File: config.mk
export PLATFORM = sky130hd
export DESIGN_NAME = id_ex_stage_reg
export DESIGN_NICKNAME = d
export VERILOG_FILES = /design/src/rtl/id_ex_stage_reg.sv
export SDC_FILE = /design/constraint.sdc
export NUM_CORES = 1
export LEC_CHECK = 0
export BUFFER_PORTS_ARGS = -buffer_cell sky130_fd_sc_hd__buf_4
export CAP_MARGIN = 20
export CELL_PAD_IN_SITES_DETAIL_PLACEMENT = 0
export CELL_PAD_IN_SITES_GLOBAL_PLACEMENT = 1
export CORE_MARGIN = 1
export CORE_UTILIZATION = 34
export CTS_CLUSTER_SIZE = 10
export DETAILED_ROUTE_END_ITERATION = 7
export PLACE_DENSITY = 0.92
export SETUP_SLACK_MARGIN = 0.5
export SYNTH_ARGS = -nofsm -noshare
export SYNTH_HDL_FRONTEND = slang
export SYNTH_SLANG_ARGS = --single-unit
File: constraint.sdc
create_clock -name clk -period 3.3 [get_ports clk]
set_input_delay 0.33 -clock clk [delete_from_list [all_inputs] [get_ports clk]]
set_output_delay 0.33 -clock clk [all_outputs]
set_load 0.01 [all_outputs]
File: src/rtl/id_ex_stage_reg.sv
// rtl/id_ex_stage_reg.sv - ID/EX pipeline register with load-use hazard detection
//
// Captures the decoded control bundle and operands from ID into EX, one cycle
// of latency. A load in EX whose rt matches a source field of the instruction
// in ID freezes PC and IF/ID (stall_o) and puts a bubble into EX. A hold from a
// later stage (stallE_i) freezes this register. A flush (flush_i) loads a bubble.
// bubble_cnt_o counts hazard bubbles and saturates at all-ones.
//
// Ports:
//   clk, rst             clock, synchronous active-high reset
//   stallE_i, flush_i    hold / kill requests from downstream control
//   id_*                 decoded instruction from ID (valid, control, data, fields)
//   stall_o              freeze PC and IF/ID this cycle
//   ex_*                 registered copy of the id_* bundle seen by EX
//   bubble_cnt_o         saturating count of load-use bubbles
module id_ex_stage_reg #(
  parameter int          DATA_W   = 32,
  parameter int          ALU_OP_W = 4,
  parameter logic [1:0]  LOAD_SRC = 2'b10,
  parameter int          CNT_W    = 16
) (
  input  logic                clk,
  input  logic                rst,
  input  logic                stallE_i,
  input  logic                flush_i,
  input  logic                id_valid_i,
  input  logic                id_regWe_i,
  input  logic                id_memWe_i,
  input  logic [ALU_OP_W-1:0] id_aluOp_i,
  input  logic                id_aluSrc1_i,
  input  logic                id_aluSrc2_i,
  input  logic [1:0]          id_regSrc_i,
  input  logic [1:0]          id_regDst_i,
  input  logic [DATA_W-1:0]   id_pc_i,
  input  logic [DATA_W-1:0]   id_rsData_i,
  input  logic [DATA_W-1:0]   id_rtData_i,
  input  logic [DATA_W-1:0]   id_imm_i,
  input  logic [4:0]          id_rs_i,
  input  logic [4:0]          id_rt_i,
  input  logic [4:0]          id_rd_i,
  input  logic [4:0]          id_shamt_i,
  output logic                stall_o,
  output logic                ex_valid_o,
  output logic                ex_regWe_o,
  output logic                ex_memWe_o,
  output logic [ALU_OP_W-1:0] ex_aluOp_o,
  output logic                ex_aluSrc1_o,
  output logic                ex_aluSrc2_o,
  output logic [1:0]          ex_regSrc_o,
  output logic [1:0]          ex_regDst_o,
  output logic [DATA_W-1:0]   ex_pc_o,
  output logic [DATA_W-1:0]   ex_rsData_o,
  output logic [DATA_W-1:0]   ex_rtData_o,
  output logic [DATA_W-1:0]   ex_imm_o,
  output logic [4:0]          ex_rs_o,
  output logic [4:0]          ex_rt_o,
  output logic [4:0]          ex_rd_o,
  output logic [4:0]          ex_shamt_o,
  output logic [CNT_W-1:0]    bubble_cnt_o
);

  logic hz;
  logic bubble;

  // Conservative: both rs and rt are compared whether or not ID actually reads them.
  // A load into $zero never produces a value worth waiting for.
  assign hz = ex_valid_o && (ex_regSrc_o == LOAD_SRC) && (ex_rt_o != 5'd0) && id_valid_i &&
              ((ex_rt_o == id_rs_i) || (ex_rt_o == id_rt_i));

  assign stall_o = hz | stallE_i;
  assign bubble  = flush_i | hz;

  always_ff @(posedge clk) begin
    if (rst || (!stallE_i && bubble)) begin
      ex_valid_o   <= 1'b0;
      ex_regWe_o   <= 1'b0;
      ex_memWe_o   <= 1'b0;
      ex_aluOp_o   <= '0;
      ex_aluSrc1_o <= 1'b0;
      ex_aluSrc2_o <= 1'b0;
      ex_regSrc_o  <= '0;
      ex_regDst_o  <= '0;
      ex_pc_o      <= '0;
      ex_rsData_o  <= '0;
      ex_rtData_o  <= '0;
      ex_imm_o     <= '0;
      ex_rs_o      <= '0;
      ex_rt_o      <= '0;
      ex_rd_o      <= '0;
      ex_shamt_o   <= '0;
    end else if (!stallE_i) begin
      ex_valid_o   <= id_valid_i;
      ex_regWe_o   <= id_regWe_i;
      ex_memWe_o   <= id_memWe_i;
      ex_aluOp_o   <= id_aluOp_i;
      ex_aluSrc1_o <= id_aluSrc1_i;
      ex_aluSrc2_o <= id_aluSrc2_i;
      ex_regSrc_o  <= id_regSrc_i;
      ex_regDst_o  <= id_regDst_i;
      ex_pc_o      <= id_pc_i;
      ex_rsData_o  <= id_rsData_i;
      ex_rtData_o  <= id_rtData_i;
      ex_imm_o     <= id_imm_i;
      ex_rs_o      <= id_rs_i;
      ex_rt_o      <= id_rt_i;
      ex_rd_o      <= id_rd_i;
      ex_shamt_o   <= id_shamt_i;
    end
  end

  // Only bubbles caused by the hazard itself are counted; a flush takes priority
  // and a downstream hold means no bubble is inserted at all.
  always_ff @(posedge clk) begin
    if (rst) begin
      bubble_cnt_o <= '0;
    end else if (!stallE_i && !flush_i && hz && (bubble_cnt_o != {CNT_W{1'b1}})) begin
      bubble_cnt_o <= bubble_cnt_o + 1'b1;
    end
  end

endmodule

Word level (Yosys, flattened, before mapping). Index checks and enable logic that the tools add are counted. W data, S select, Z words.

Add/subtract/negate cells: 1. Equality and inequality tests: 4. Bitwise gates (word level): 2. Reductions and logical operators: 13.

Operators with widths (number): $add A16 B1 Y16 const B (1); $ne A16 B16 Y1 const B (1); $eq A5 B5 Y1 (2); $logic_and A1 B1 Y1 (8); $reduce_bool A5 Y1 (1); $eq A2 B2 Y1 const B (1); $logic_not A1 Y1 (2); $logic_or A1 B1 Y1 (2); $or A1 B1 Y1 (2).

Register bits: 177. Output and inout port bits: 178. Word-level logic and storage cells: 37.

Longest topological paths before layout.
Depth after elaboration: 8. Depth in mapped cells: 8. Gate-level depth less buffers: 6.

Least setup slack after synthesis. OpenSTA, ideal clock, no wires.

Kind: register to register. From: reg bubble_cnt_o[0]. To: reg bubble_cnt_o[10]. Setup time: 123 ps. Arrival time: 2097 ps. Slack: 1079 ps. Stages on the path, launching flop included: 9. Clock period less this slack: 2221 ps. Cell sequence: dfxtp_1 -> ha_1 -> nand3_2 -> or2_2 -> buf_2 -> o41ai_4 -> buf_6 -> nor4_1 -> mux2_1.

Cells in the longest elaborated chain, start to end: 2. Elaborated cells on any way between the ends: 3. Classes of those cells: add/sub: 1; eq/ne: 1; reduce/logical: 1.

Ends and longest elaborated chain: start, declared (RTL line 59) `output logic [CNT_W-1:0] bubble_cnt_o`; start signal, assigned (RTL line 117) `bubble_cnt_o <= bubble_cnt_o + 1'b1;`; branches (longest 2 deep; another with $add A16 B1 Y16).

Parallel ways; which one is timed is not known. A chain may end at the register's enable or synchronous reset.

Worst setup path after layout.
From: reg bubble_cnt_o[1]. To: reg bubble_cnt_o[10].

Same word-level chain as after synthesis.

==> out/qor.csv <==
metric,value,unit
run status,"complete, no violations",
clock sink count,177,
element type at the critical path start,flop,
initial antenna violation count,0,
Die Y,133,um
DRT Pass-1 Iters,5,
first-pass GRT wire length,28500,um
critical path peak fanout,17,
Total Routing Usage GR,20.5,%
final setup violation count,0,
Worst EP arrival,2770,ps
Worst Hold Class,input port to flop,
"Async S/R FF share, synth",0,%
remaining routing DRC violations,0,
vias in the first global route,5266,
via count,5283,
WP data required,3600,ps
Post-synth top flop,dfxtp_1,
wire per inst,17.6,um
Post-Synthesis Cells,490,
CTS resizes,0,
post-synth net total,656,
htree depth,4,
most frequent cells in the layout,"342 x buf_4, 177 x dfxtp_1, 161 x a22o_1",
clock tree root driver cell,clkbuf_16,
FMAX,0.406,GHz
Worst R2R Start,bubble_cnt_o[1],
Reg-to-Reg End,bubble_cnt_o[10],
Final period util,74.7,%
Final TNS setup,0,ps
power per cell area,513,nW/um2
largest net degree at the start of global routing,162,
area grow syn2layout,56.6,%
hpwl dp,13100,um
"commonest non-fill, non-tap cell in the layout",buf_4,
post-cts hold buffer count,0,
RSZ-0062 raised after global routing,false,
Max-Cap Viols,0,
worst slew pin tran,825,ps
Final Hold Fails,0,
clock transition at the registers of the reported paths,80,ps
DRT antenna net count,0,
final wirelength,18400,um
cell leakage power,4.18,nW
initial core utilization,35.1,%
Crit path largest cell delay,800,ps
critical path class,flop to flop,
Core Footprint,16700,um2
nets,979,
Worst slew margin,45.0,%
Final Wtd Congestion,0.844,
worst path cell trace,"ha_1, nand3_2, or2_2, o41ai_4, nor4_1, mux2_1",
flop2flop setup slack,830,ps
"Setup Fix Bufs, Post-CTS",0,
hold path cells,2,
mapped cell area,5870,um2
"Avg Cell Area, Syn",12.0,um2
vias per cell,5.05,
fin crit period,2470,ps
CP max-delay cell,o41ai_4,
synth warn,0,
die area,17800,um2
die width,133,um
synth unique cells,39,
CP startpoint,bubble_cnt_o[1],
R2R cell count,6,
Antenna Cells,0,
DRT iter0 DRCs,220,
Num CTS Buffers,17,
sequential-to-total area share from yosys stat,60.4,%
Max IR drop VDD,0.326,mV
hold slack,118,ps
Final Slew Violations,0,
CTS tree,yes,
latest clock arrival within the worst-skew pair,420,ps
Seq cells post-synth,177,
Max Root-Sink Buffers,2,
Filler cells,1494,
I/O pin cnt,343,
FP Rows,47,
Worst setup endpoint,bubble_cnt_o[10],
I/O Buffers,342,
grt total ovfl,0,
"EDFF count, synth",0,
layout cell share with drive strength beyond 1,46.6,%
final clock skew,11.9,ps
CP endpoint kind,flop,
-- logic make-up (layout without fill, tap and decap cells) --
group	Yosys count	after routing	share of synthesized area [%]
simple gates	57	57	5.31
mux	4	4	0.746
compound gates	193	193	28.4
fa+ha+maj	1	1	0.213
flops	177	177	60.4
xor+xnor	10	10	1.49
buf+inv	48	384	3.43
-- registers in the layout (all words and copies together), names as in the netlist, 2 cells and up --
signal and flops:
ex_imm_o 32, ex_pc_o 32, ex_rsData_o 32, ex_rtData_o 32, bubble_cnt_o 16, ex_rd_o 5
ex_rs_o 5, ex_rt_o 5, ex_shamt_o 5, ex_aluOp_o 4, ex_regDst_o 2, ex_regSrc_o 2
-- critical path, delay by kind of cell, from the launching register on --
family / cells / cell delay [ps]
multiplexers: 1 / 350
AO/OA/AOI/OAI: 1 / 800
flip-flops: 1 / 410
AND/OR/NAND/NOR: 3 / 580
adder cells (fa/ha/maj): 1 / 220
-- synth_stat cells (2+ instances only) --
master | instances | area, um2
a21o_1 | 2 | 15.0
a21oi_1 | 9 | 45.0
a22o_1 | 161 | 1410
and2_1 | 2 | 12.5
buf_2 | 11 | 55.1
clkbuf_1 | 29 | 109
dfxtp_1 | 177 | 3540
inv_1 | 7 | 26.3
mux2_1 | 2 | 22.5
nand2_1 | 10 | 37.5
nand3_1 | 8 | 40.0
nand4_1 | 5 | 31.3
nor2_1 | 11 | 41.3
nor2b_1 | 3 | 18.8
nor4_1 | 4 | 25.0
o21ai_0 | 3 | 15.0
o22ai_1 | 2 | 12.5
o31ai_1 | 7 | 52.6
or4_1 | 8 | 60.1
xnor2_1 | 10 | 87.6
-- through the flow --
stage,power [mW],setup WS [ps],utilization (%),instance area (um2),std cells
after floorplan,2.48,1080,-,5870,490
after global placement,2.79,915,51.5,8600,1014
after detailed placement,2.79,849,51.5,8600,1014
after CTS,4.77,842,55.0,9190,1046
after global routing,4.90,626,55.0,9190,1046
final,4.71,835,55.0,9190,1046
-- power by group --
part	switching (mW)	internal (mW)	leakage (nW)	total, mW
sequential	0.0482	2.21	1.44	2.26
combinational	0.195	0.288	2.45	0.483
clock	0.941	1.03	0.284	1.97
-- worst min-delay path by stage --
stage,start,endpoint,slack (ps)
CTS,id_rsData_i[23],ex_rsData_o[23],100
global route,id_rsData_i[21],ex_rsData_o[21],90
detailed placement,ex_rsData_o[29],ex_rsData_o[29],460
finish,id_rtData_i[11],ex_rtData_o[11],120
floorplan,id_shamt_i[4],ex_shamt_o[4],460
global placement,ex_rtData_o[28],ex_rtData_o[28],460
-- layout make-up --
type | count | area [um2] | area share, %
clock buffer | 18 | 439 | 4.78
inverter | 7 | 26.3 | 0.286
tap | 220 | 275 | 3.00
sequential | 177 | 3540 | 38.6
clock inverter | 14 | 146 | 1.59
multi-input combinational | 265 | 2130 | 23.2
timing repair buffer | 345 | 2630 | 28.6
-- routing by layer --
metal  global-route usage, %  share of wire [%]
met1                    25.0                 42
met2                    32.8                 48
met3                    6.05                6.1
met4                    10.4                3.8
met5                       0                  0
Power figures use the tool's default switching activity.
